$ cat config.mk
export PLATFORM = sky130hd
export DESIGN_NAME = btn_event_gen_flat
export DESIGN_NICKNAME = d
export VERILOG_FILES = /design/src/rtl/btn_pkg.sv /design/src/rtl/btn_event_gen_if.sv /design/src/rtl/btn_chan.sv /design/src/rtl/btn_event_gen.sv /design/src/flat_wrapper.sv
export SDC_FILE = /design/constraint.sdc
export NUM_CORES = 1
export LEC_CHECK = 0
export ABC_AREA = 1
export CORE_MARGIN = 2
export CORE_UTILIZATION = 40
export DETAILED_ROUTE_END_ITERATION = 8
export PLACE_DENSITY = 0.68
export REMOVE_ABC_BUFFERS = 1
export SLEW_MARGIN = 0
export SYNTH_ARGS = -nofsm -noshare
export SYNTH_HDL_FRONTEND = slang
export SYNTH_SLANG_ARGS = --single-unit
$ cat constraint.sdc
create_clock -name clk -period 9 [get_ports clk]
set_input_delay 2.7 -clock clk [delete_from_list [all_inputs] [get_ports clk]]
set_output_delay 2.7 -clock clk [all_outputs]
set_load 0.05 [all_outputs]
$ cat src/rtl/btn_pkg.sv
// Shared definitions for the button event generator.
// Holds the channel index constants, the per-channel FSM state encoding, the default
// 100 MHz cycle counts and a small helper used to size the hold counter.
package btn_pkg;

   // Channel indices into the button vectors.
   localparam int unsigned BTN_MODE   = 0;
   localparam int unsigned BTN_SET    = 1;
   localparam int unsigned BTN_TOGGLE = 2;
   localparam int unsigned BTN_CHANGE = 3;

   // Default timing for a 100 MHz clk.
   localparam int unsigned NUM_BTN_DEF     = 4;
   localparam int unsigned DEB_CYCLES_DEF  = 2_000_000;    // 20 ms
   localparam int unsigned LONG_CYCLES_DEF = 100_000_000;  // 1 s
   localparam int unsigned REP_CYCLES_DEF  = 20_000_000;   // 200 ms

   typedef enum logic [1:0] {
      StIdle   = 2'd0,
      StHeld   = 2'd1,
      StRepeat = 2'd2
   } btn_state_e;

   function automatic int unsigned max_u(input int unsigned a, input int unsigned b);
      return (a > b) ? a : b;
   endfunction

endpackage

$ cat src/rtl/btn_event_gen_if.sv
// Button bus between the raw pads and the event consumers.
// Signals:
//   i_btn_in       raw asynchronous pads, active-high
//   o_level        debounced button state
//   o_press        1-cycle pulse on debounced 0->1
//   o_release      1-cycle pulse on debounced 1->0
//   o_long_press   1-cycle pulse LONG_CYCLES after press while held
//   o_repeat       1-cycle pulse every REP_CYCLES after long press while held
// Modports: slave = the event generator, master = the pad driver / event consumer.
interface btn_event_gen_if #(
   parameter int unsigned NUM_BTN = 4
);
   logic [NUM_BTN-1:0] i_btn_in;
   logic [NUM_BTN-1:0] o_level;
   logic [NUM_BTN-1:0] o_press;
   logic [NUM_BTN-1:0] o_release;
   logic [NUM_BTN-1:0] o_long_press;
   logic [NUM_BTN-1:0] o_repeat;

   modport master (
      output i_btn_in,
      input  o_level, o_press, o_release, o_long_press, o_repeat
   );

   modport slave (
      input  i_btn_in,
      output o_level, o_press, o_release, o_long_press, o_repeat
   );
endinterface

$ cat src/rtl/btn_chan.sv
// One button channel: two-flop synchroniser, counting debouncer and press/long/repeat FSM.
// Ports:
//   clk, rst        system clock, asynchronous active-high reset
//   i_btn           raw pad
//   o_level         debounced state (registered)
//   o_press, o_release, o_long_press, o_repeat   registered 1-cycle events
module btn_chan
   import btn_pkg::*;
#(
   parameter int unsigned DEB_CYCLES  = DEB_CYCLES_DEF,
   parameter int unsigned LONG_CYCLES = LONG_CYCLES_DEF,
   parameter int unsigned REP_CYCLES  = REP_CYCLES_DEF
) (
   input  logic clk,
   input  logic rst,
   input  logic i_btn,
   output logic o_level,
   output logic o_press,
   output logic o_release,
   output logic o_long_press,
   output logic o_repeat
);

   localparam int unsigned DCW  = $clog2(DEB_CYCLES);
   localparam int unsigned HCW  = $clog2(max_u(LONG_CYCLES, REP_CYCLES));
   localparam logic [DCW-1:0] DEB_LAST  = DCW'(DEB_CYCLES - 1);
   localparam logic [HCW-1:0] LONG_LAST = HCW'(LONG_CYCLES - 1);
   localparam logic [HCW-1:0] REP_LAST  = HCW'(REP_CYCLES - 1);

   logic           r_s1, r_s2, r_stable;
   logic [DCW-1:0] r_dcnt;
   btn_state_e     r_state, w_state_d;
   logic [HCW-1:0] r_hcnt, w_hcnt_d;
   logic           r_press, r_release, r_long, r_repeat;
   logic           w_press_d, w_release_d, w_long_d, w_repeat_d;
   logic           w_flip, w_rise, w_fall;

   // Synchroniser and debouncer.
   always_ff @(posedge clk or posedge rst) begin
      if (rst) begin
         r_s1     <= 1'b0;
         r_s2     <= 1'b0;
         r_stable <= 1'b0;
         r_dcnt   <= '0;
      end else begin
         r_s1 <= i_btn;
         r_s2 <= r_s1;
         if (r_s2 == r_stable) begin
            r_dcnt <= '0;
         end else if (r_dcnt == DEB_LAST) begin
            r_stable <= r_s2;
            r_dcnt   <= '0;
         end else begin
            r_dcnt <= r_dcnt + DCW'(1);
         end
      end
   end

   // Flip decoded from the cycle the stable flop is about to change, so the event
   // register updates on the same edge as the level.
   assign w_flip = (r_s2 != r_stable) && (r_dcnt == DEB_LAST);
   assign w_rise = w_flip & r_s2;
   assign w_fall = w_flip & ~r_s2;

   always_comb begin
      w_state_d   = r_state;
      w_hcnt_d    = r_hcnt;
      w_press_d   = 1'b0;
      w_release_d = 1'b0;
      w_long_d    = 1'b0;
      w_repeat_d  = 1'b0;
      unique case (r_state)
         StIdle: begin
            if (w_rise) begin
               w_press_d = 1'b1;
               w_hcnt_d  = '0;
               w_state_d = StHeld;
            end
         end
         StHeld: begin
            // Release wins over a coincident long-press terminal count.
            if (w_fall) begin
               w_release_d = 1'b1;
               w_hcnt_d    = '0;
               w_state_d   = StIdle;
            end else if (r_hcnt == LONG_LAST) begin
               w_long_d  = 1'b1;
               w_hcnt_d  = '0;
               w_state_d = StRepeat;
            end else begin
               w_hcnt_d = r_hcnt + HCW'(1);
            end
         end
         StRepeat: begin
            if (w_fall) begin
               w_release_d = 1'b1;
               w_hcnt_d    = '0;
               w_state_d   = StIdle;
            end else if (r_hcnt == REP_LAST) begin
               w_repeat_d = 1'b1;
               w_hcnt_d   = '0;
            end else begin
               w_hcnt_d = r_hcnt + HCW'(1);
            end
         end
         default: begin
            w_hcnt_d  = '0;
            w_state_d = StIdle;
         end
      endcase
   end

   always_ff @(posedge clk or posedge rst) begin
      if (rst) begin
         r_state   <= StIdle;
         r_hcnt    <= '0;
         r_press   <= 1'b0;
         r_release <= 1'b0;
         r_long    <= 1'b0;
         r_repeat  <= 1'b0;
      end else begin
         r_state   <= w_state_d;
         r_hcnt    <= w_hcnt_d;
         r_press   <= w_press_d;
         r_release <= w_release_d;
         r_long    <= w_long_d;
         r_repeat  <= w_repeat_d;
      end
   end

   assign o_level      = r_stable;
   assign o_press      = r_press;
   assign o_release    = r_release;
   assign o_long_press = r_long;
   assign o_repeat     = r_repeat;

endmodule

$ cat src/rtl/btn_event_gen.sv
// Multi-channel button conditioning: one independent btn_chan per button.
// Ports:
//   clk, rst   system clock, asynchronous active-high reset
//   bus        btn_event_gen_if slave: raw pads in, level and event pulses out
module btn_event_gen
   import btn_pkg::*;
#(
   parameter int unsigned NUM_BTN     = NUM_BTN_DEF,
   parameter int unsigned DEB_CYCLES  = DEB_CYCLES_DEF,
   parameter int unsigned LONG_CYCLES = LONG_CYCLES_DEF,
   parameter int unsigned REP_CYCLES  = REP_CYCLES_DEF
) (
   input  logic            clk,
   input  logic            rst,
   btn_event_gen_if.slave  bus
);

   logic [NUM_BTN-1:0] w_btn_in;
   logic [NUM_BTN-1:0] w_level, w_press, w_release, w_long, w_repeat;

   assign w_btn_in = bus.i_btn_in;

   for (genvar g = 0; g < NUM_BTN; g++) begin : g_chan
      btn_chan #(
         .DEB_CYCLES  (DEB_CYCLES),
         .LONG_CYCLES (LONG_CYCLES),
         .REP_CYCLES  (REP_CYCLES)
      ) u_chan (
         .clk          (clk),
         .rst          (rst),
         .i_btn        (w_btn_in[g]),
         .o_level      (w_level[g]),
         .o_press      (w_press[g]),
         .o_release    (w_release[g]),
         .o_long_press (w_long[g]),
         .o_repeat     (w_repeat[g])
      );
   end

   assign bus.o_level      = w_level;
   assign bus.o_press      = w_press;
   assign bus.o_release    = w_release;
   assign bus.o_long_press = w_long;
   assign bus.o_repeat     = w_repeat;

endmodule
$ cat src/flat_wrapper.sv
// flat-port wrapper written by rule: the top's interface ports become plain ports
module btn_event_gen_flat import btn_pkg::*;
#(
   parameter int unsigned NUM_BTN     = NUM_BTN_DEF,
   parameter int unsigned DEB_CYCLES  = DEB_CYCLES_DEF,
   parameter int unsigned LONG_CYCLES = LONG_CYCLES_DEF,
   parameter int unsigned REP_CYCLES  = REP_CYCLES_DEF
)
  (clk, rst, bus_i_btn_in, bus_o_level, bus_o_press, bus_o_release, bus_o_long_press, bus_o_repeat);
  btn_event_gen_if #(.NUM_BTN(NUM_BTN)) bus_i ();
  input  logic clk;
  input  logic rst;
  input wire logic [$bits(bus_i.i_btn_in)-1:0] bus_i_btn_in;
  output wire logic [$bits(bus_i.o_level)-1:0] bus_o_level;
  output wire logic [$bits(bus_i.o_press)-1:0] bus_o_press;
  output wire logic [$bits(bus_i.o_release)-1:0] bus_o_release;
  output wire logic [$bits(bus_i.o_long_press)-1:0] bus_o_long_press;
  output wire logic [$bits(bus_i.o_repeat)-1:0] bus_o_repeat;
  assign bus_i.i_btn_in = bus_i_btn_in;
  assign bus_o_level = bus_i.o_level;
  assign bus_o_press = bus_i.o_press;
  assign bus_o_release = bus_i.o_release;
  assign bus_o_long_press = bus_i.o_long_press;
  assign bus_o_repeat = bus_i.o_repeat;
  btn_event_gen #(.NUM_BTN(NUM_BTN), .DEB_CYCLES(DEB_CYCLES), .LONG_CYCLES(LONG_CYCLES), .REP_CYCLES(REP_CYCLES)) u_core (.clk(clk), .rst(rst), .bus(bus_i));
endmodule
==> results.ini, run 1 <==
[synthesis]
synth_fa_ha_area_share_pct=1.80
ys_seq_elements=228
synth_edf_count=0
netlist.top_cell.by_area=dfrtp_1
synth_top_family_by_area=simple AND/OR/NAND/NOR gates
synthesis.area_sq_um=13900
synth_top_cell_area_share_pct=41.0
synthSimpleGateAreaFrac_pct=37.0
synthFlopType=dfrtp_1
synthTopCellsByArea=dfrtp_1 (41%), nand2_1 (14%), nor2_1 (7.1%)
synthMuxAreaShare_pct=0.162
synth_cells=1942
async_flop_share_pct=100
ys_warn_count=0
syn_avg_cell_area_sq_um=7.16
synthXorXnorAreaFrac_pct=4.60
synth_seq_area_share_pct=41.0
yosysUniqueCellTypes=43
synth_compound_area_share_pct=5.86

[critical_path]
reg2reg_depth=11
cp-end-kind=output pin
worst_ep_arrival_time_ps=1740
criticalPathCategory=reg -> out
timing.rr.end=u_core.g_chan[1].u_chan.r_hcnt[3]$_DFFE_PP0P_
worst_path_max_delay_cell=clkdlybuf4s50_1
cp_num_buf_inv=1
cp-start-kind=flip-flop
worstPathMaxFanout=5
crit_required_ps=6300
rrSetupSlack_ps=6560
critPathMaxStageDelay_ps=820
critPathTopFamily=buffers and inverters
worstReg2RegStart=u_core.g_chan[1].u_chan.r_dcnt[0]$_DFF_PP0_
cp_num_cells=1
crit_chain=clkdlybuf4s50_1

[detailed_routing]
viasPerCell=5.11
drt-total-wl_mm=32.0
routedWlPerCell_um=13.2
antenna_left=0
dr.pass1.iters=5
via_count=12400
remaining_drc_errors=0
drtIter0Drc=1090

[placement]
port_buffers=25
dp_worst_setup_slack_ps=4130
gp_congestion=0.907
hpwl_mm=22.5
postPlaceCellArea_sq_um=14400

[final_layout]
syn_to_final_growth_pct=9.90
fin_util_pct=44.5
most-common-layout-cells=nand2_1 (505), nor2_1 (264), inv_1 (247)
final_common_cell=nand2_1
stdcell_area_sq_um=15300
nets=1974
layout-drive-gt1-share_pct=5.19
diodes=0

[clocking]
clk_pin_slew_worst_paths_ps=60
cts-root-buf=clkbuf_16
hold_buffers=0
cts_max_path_buffers=3
cts_tree=done
cts_setup_buffers=0
cts.sinks=228
cts_made_buffers=27
h-tree-depth=1
cts_resized=0
insertion_delay_ps=530

[power]
power_density_nw_per_um2=144
ir_drop_mv=0.122
leakagePower_nw=7.03

[floorplan]
die-area_sq_um=36300
die_w_um=190
ioPinCount=26
initial_core_util_pct=40.5
core_area_sq_um=34400
fp-row-count=68
die-height_um=190

[timing]
final_hold_viol_count=0
setup_viol=0
fin_skew_ps=11.1
finalSetupTns_ps=0
max_freq_ghz=0.225
relSlewSlack_pct=31.0
drv_slew=0
fin_crit_sh_pct=49.3
tightest_slew_ps=1040
rsz0062_at_grt=no
fin_ws_ps=4560
post-route-min-period_ps=4440

[grt]
grt_max_degree=87
grt_pass1_vias=11900
overflow=0
grt.total_usage_pct=18.1
grt_pass1_wl_mm=55.7
grt_antenna_before_repair=0

[hold_path]
holdPathEnd=u_core.g_chan[0].u_chan.r_s2$_DFF_PP0_
min_from=u_core.g_chan[0].u_chan.r_s1$_DFF_PP0_
hold_path_class=reg -> reg
holdPathStages=0

[flow_run]
maxCapViolCount=0

[run_status]
outcome=finished, final reports clean

sequential cells by signal (all words and copies together), names as in the netlist:
register,count
u_core.g_chan.u_chan.r_hcnt,108
u_core.g_chan.u_chan.r_state,8
u_core.g_chan.u_chan.o_repeat,4
u_core.g_chan.u_chan.o_level,4
u_core.g_chan.u_chan.o_long_press,4
u_core.g_chan.u_chan.r_s2,4
u_core.g_chan.u_chan.o_press,4
u_core.g_chan.u_chan.o_release,4
u_core.g_chan.u_chan.r_s1,4
u_core.g_chan.u_chan.r_dcnt,84
cell usage after synthesis, types with 10 or more instances:
| cell | instances |
|---|---|
| xor2_1 | 54 |
| buf_6 | 12 |
| xnor2_1 | 19 |
| nor3_1 | 73 |
| nand2_2 | 12 |
| nor2_1 | 264 |
| buf_2 | 10 |
| nand4_1 | 53 |
| nor2_2 | 14 |
| nand2_1 | 505 |
| buf_4 | 22 |
| o21ai_0 | 52 |
| inv_1 | 248 |
| dfrtp_1 | 228 |
| nand3_1 | 196 |
| ha_1 | 20 |
| a21oi_1 | 78 |
| nor3b_1 | 11 |
worst max path at each step:
stage	startpoint	to
6_report	u_core.g_chan[2].u_chan.o_level$_DFFE_PP0N_	bus_o_level[2]
5_1_grt	rst	u_core.g_chan[0].u_chan.r_hcnt[12]$_DFFE_PP0P_
4_1_cts	u_core.g_chan[2].u_chan.o_level$_DFFE_PP0N_	bus_o_level[2]
3_5_place_dp	rst	u_core.g_chan[3].u_chan.r_dcnt[11]$_DFF_PP0_
3_3_place_gp	rst	u_core.g_chan[0].u_chan.r_s1$_DFF_PP0_
2_1_floorplan	rst	u_core.g_chan[0].u_chan.o_level$_DFFE_PP0N_
cells by family (layout without fill, tap and decap cells):
logic type | after synthesis | count (layout)
buffers and inverters | 303 | 328
XOR/XNOR | 73 | 73
flip-flops | 228 | 228
multiplexers | 2 | 2
AO/OA/AOI/OAI | 152 | 152
adder cells (fa/ha/maj) | 20 | 20
AND/OR/NAND/NOR | 1164 | 1164
power by group:
part | internal, mW | leakage [nW] | total, mW | switching (mW)
logic | 0.00888 | 3.42 | 0.0423 | 0.0334
clock network | 0.686 | 0.447 | 1.12 | 0.430
registers | 1.03 | 3.16 | 1.04 | 0.00684
metal layers:
layer,global-route usage [%],share of wire [%]
met1,25.2,48
met2,30.0,46
met3,2.34,4.4
met4,4.05,2.0
met5,0,0
final cells by class:
class                           instances  area, sq um
Tap cell                              455          569
Clock inverter                         14          175
Timing Repair Buffer                   27          265
Multi-Input combinational cell       1411         6880
Clock buffer                           34          732
Sequential cell                       228         5710
Fill cell                            3457        19100
Inverter                              253          960
per-stage QoR:
stage	instances	total power, mW	hold WS, ps
6_report	2422	2.20	348
5_1_grt	2422	2.28	383
4_1_cts	2422	2.23	350
3_5_place_dp	2374	1.10	337
3_3_place_gp	2374	1.10	347
2_1_floorplan	1892	1.08	331
No activity file was read; power rests on OpenSTA's default activity.
==> inputs of run 2 (changes only) <==
--- a/config.mk
+++ b/config.mk
@@ -9,7 +9,7 @@
 export CORE_MARGIN = 2
 export CORE_UTILIZATION = 40
 export DETAILED_ROUTE_END_ITERATION = 8
-export PLACE_DENSITY = 0.68
+export PLACE_DENSITY = 0.66
 export REMOVE_ABC_BUFFERS = 1
 export SLEW_MARGIN = 0
 export SYNTH_ARGS = -nofsm -noshare
==> constraint.sdc (replaced) <==
create_clock -name clk -period 4.5 [get_ports clk]
set_input_delay 1.35 -clock clk [delete_from_list [all_inputs] [get_ports clk]]
set_output_delay 1.35 -clock clk [all_outputs]
set_load 0.05 [all_outputs]
==> run 2 against run 1 <==
Net effect: worst setup slack got worse by 3200 ps; non-clock buffer count rose by 2; count of clock-buffer cells in the layout increased by 5; utilization grew 0.18 points; combinational power up 110%; final cell count barely moved; sequential cell count stayed put; clock skew fell by 1.1 ps; wire length barely moved; global-route usage up 0.15 points; critical path type unchanged; critical endpoint unchanged; highest routed layer unchanged.
==> results.ini, run 2 (same netlist as run 1, synthesis figures left out) <==
[floorplan]
die_w_um=190
die-area_sq_um=36300
die-height_um=190
core_area_sq_um=34400
initial_core_util_pct=40.5
ioPinCount=26
fp-row-count=68

[detailed_routing]
drtIter0Drc=932
via_count=12200
routedWlPerCell_um=13.2
antenna_left=0
dr.pass1.iters=6
drt-total-wl_mm=31.9
remaining_drc_errors=0
viasPerCell=5.05

[timing]
post-route-min-period_ps=3110
fin_ws_ps=1390
final_hold_viol_count=0
fin_skew_ps=9.97
rsz0062_at_grt=no
fin_crit_sh_pct=69.0
drv_slew=0
max_freq_ghz=0.322
relSlewSlack_pct=51.7
setup_viol=0
tightest_slew_ps=725

[final_layout]
nets=1976
regMostFlops=u_core.g_chan.u_chan.r_hcnt
final_common_cell=nand2_1
fill_cells=3452
multi_input_area_sq_um=6880
largest_reg_flops=108
register_area_sq_um=5710
layout-drive-gt1-share_pct=5.23
reg.largest.list=u_core.g_chan.u_chan.r_hcnt: 108 flops, u_core.g_chan.u_chan.r_dcnt: 84 flops, u_core.g_chan.u_chan.r_state: 8 flops
diodes=0
syn_to_final_growth_pct=10.3
final_cells=2423
most-common-layout-cells=nand2_1 (505), nor2_1 (264), inv_1 (247)

[critical_path]
cp-end-kind=output pin
crit_chain=clkdlybuf4s50_1
cp_num_buf_inv=1
critPathMaxStageDelay_ps=820
worstReg2RegStart=u_core.g_chan[1].u_chan.r_dcnt[0]$_DFF_PP0_
critPathTopFamily=buffers and inverters
cp-start-kind=flip-flop
criticalPathCategory=reg -> out
worstPathMaxFanout=5
worst_path_max_delay_cell=clkdlybuf4s50_1
crit_required_ps=3150
crit_start=u_core.g_chan[2].u_chan.o_level$_DFFE_PP0N_
worst_ep_arrival_time_ps=1760

[grt]
grt_max_degree=99
overflow=0
grt_antenna_before_repair=0
grt.total_usage_pct=18.2
grt_pass1_wl_mm=55.7
grt_pass1_vias=11700

[clocking]
clk_pin_slew_worst_paths_ps=60
h-tree-depth=1
hold_buffers=0
cts_resized=0
cts-root-buf=clkbuf_16
cts_made_buffers=27
cts_tree=done
cts_max_path_buffers=3
insertion_delay_ps=540
cts.sinks=228
cts_setup_buffers=0

[placement]
dp_worst_setup_slack_ps=1690
gp_congestion=0.876
port_buffers=25
hpwl_mm=22.9
dp_cells=2376

[power]
intPower_mw=3.53
power_density_nw_per_um2=291
p_clk_share_pct=51.5
p_comb_share_pct=2.0
swShare_pct=20.8
leakagePower_nw=7.06
p_switching_mw=0.928
sequentialPowerShare_pct=46.5
ir_drop_mv=0.268

[run_status]
outcome=finished, final reports clean

[hold_path]
min_from=u_core.g_chan[3].u_chan.r_s1$_DFF_PP0_
hold_path_class=reg -> reg

[flow_run]
maxCapViolCount=0

==> run 2: changes by cell type in the layout (fill, tap and decap cells not counted) <==
cell,change
buf_12,+1
buf_4,+1
clkbuf_8,+5
clkinv_2,-4
clkinvlp_4,-2
==> run 2: power by group through the flow <==
stage	sequential (mW)	combinational [mW]	clock (mW)
2_1_floorplan	2.11	0.0596	0
5_1_grt	2.08	0.104	2.45
6_report	2.08	0.0873	2.30
3_3_place_gp	2.11	0.0916	0
4_1_cts	2.08	0.0927	2.36
3_5_place_dp	2.11	0.0927	0
==> run 2: area by class of cell <==
class                      instances  area share [%]
inverter                         253            6.25
multi-input combinational       1411            44.8
clock buffer                      39            5.22
tap                              455            3.71
clock inverter                     8           0.913
sequential                       228            37.2
timing repair buffer              29            1.91
==> run 2: metal layers <==
metal	track usage, %	up-vias	part of all wire [%]
met3	2.54	53	4.0
met2	30.1	252	46
met5	0	-	0
met1	25.4	5719	48
met4	4.11	0	2.1
li1	-	6217	-
==> run 2: final timing paths <==
check / to / slack [ps] / depth (start not counted)
worst max-delay path: bus_o_level[2] / 1390 / 1
worst min-delay path: u_core.g_chan[3].u_chan.r_s2$_DFF_PP0_ / 350 / 0
worst max register to register: u_core.g_chan[1].u_chan.r_hcnt[3]$_DFFE_PP0P_ / 2010 / 11
worst min register to register: u_core.g_chan[3].u_chan.r_s2$_DFF_PP0_ / 350 / 0
max in group asynchronous: u_core.g_chan[2].u_chan.r_dcnt[14]$_DFF_PP0_ / 2350 / 3
min in group asynchronous: u_core.g_chan[3].u_chan.r_s1$_DFF_PP0_ / 1320 / 2
==> run 2: stage by stage <==
stage | power (mW) | util [%] | hold WS [ps] | instance area (sq um) | TNS, ps
6_report | 4.46 | 44.6 | 346 | 15300 | 0
4_1_cts | 4.53 | 44.6 | 350 | 15300 | 0
3_5_place_dp | 2.21 | 41.9 | 336 | 14400 | 0
5_1_grt | 4.63 | 44.6 | 365 | 15300 | 0
3_3_place_gp | 2.20 | 41.9 | 335 | 14400 | 0
2_1_floorplan | 2.17 | - | 331 | 13500 | -706320
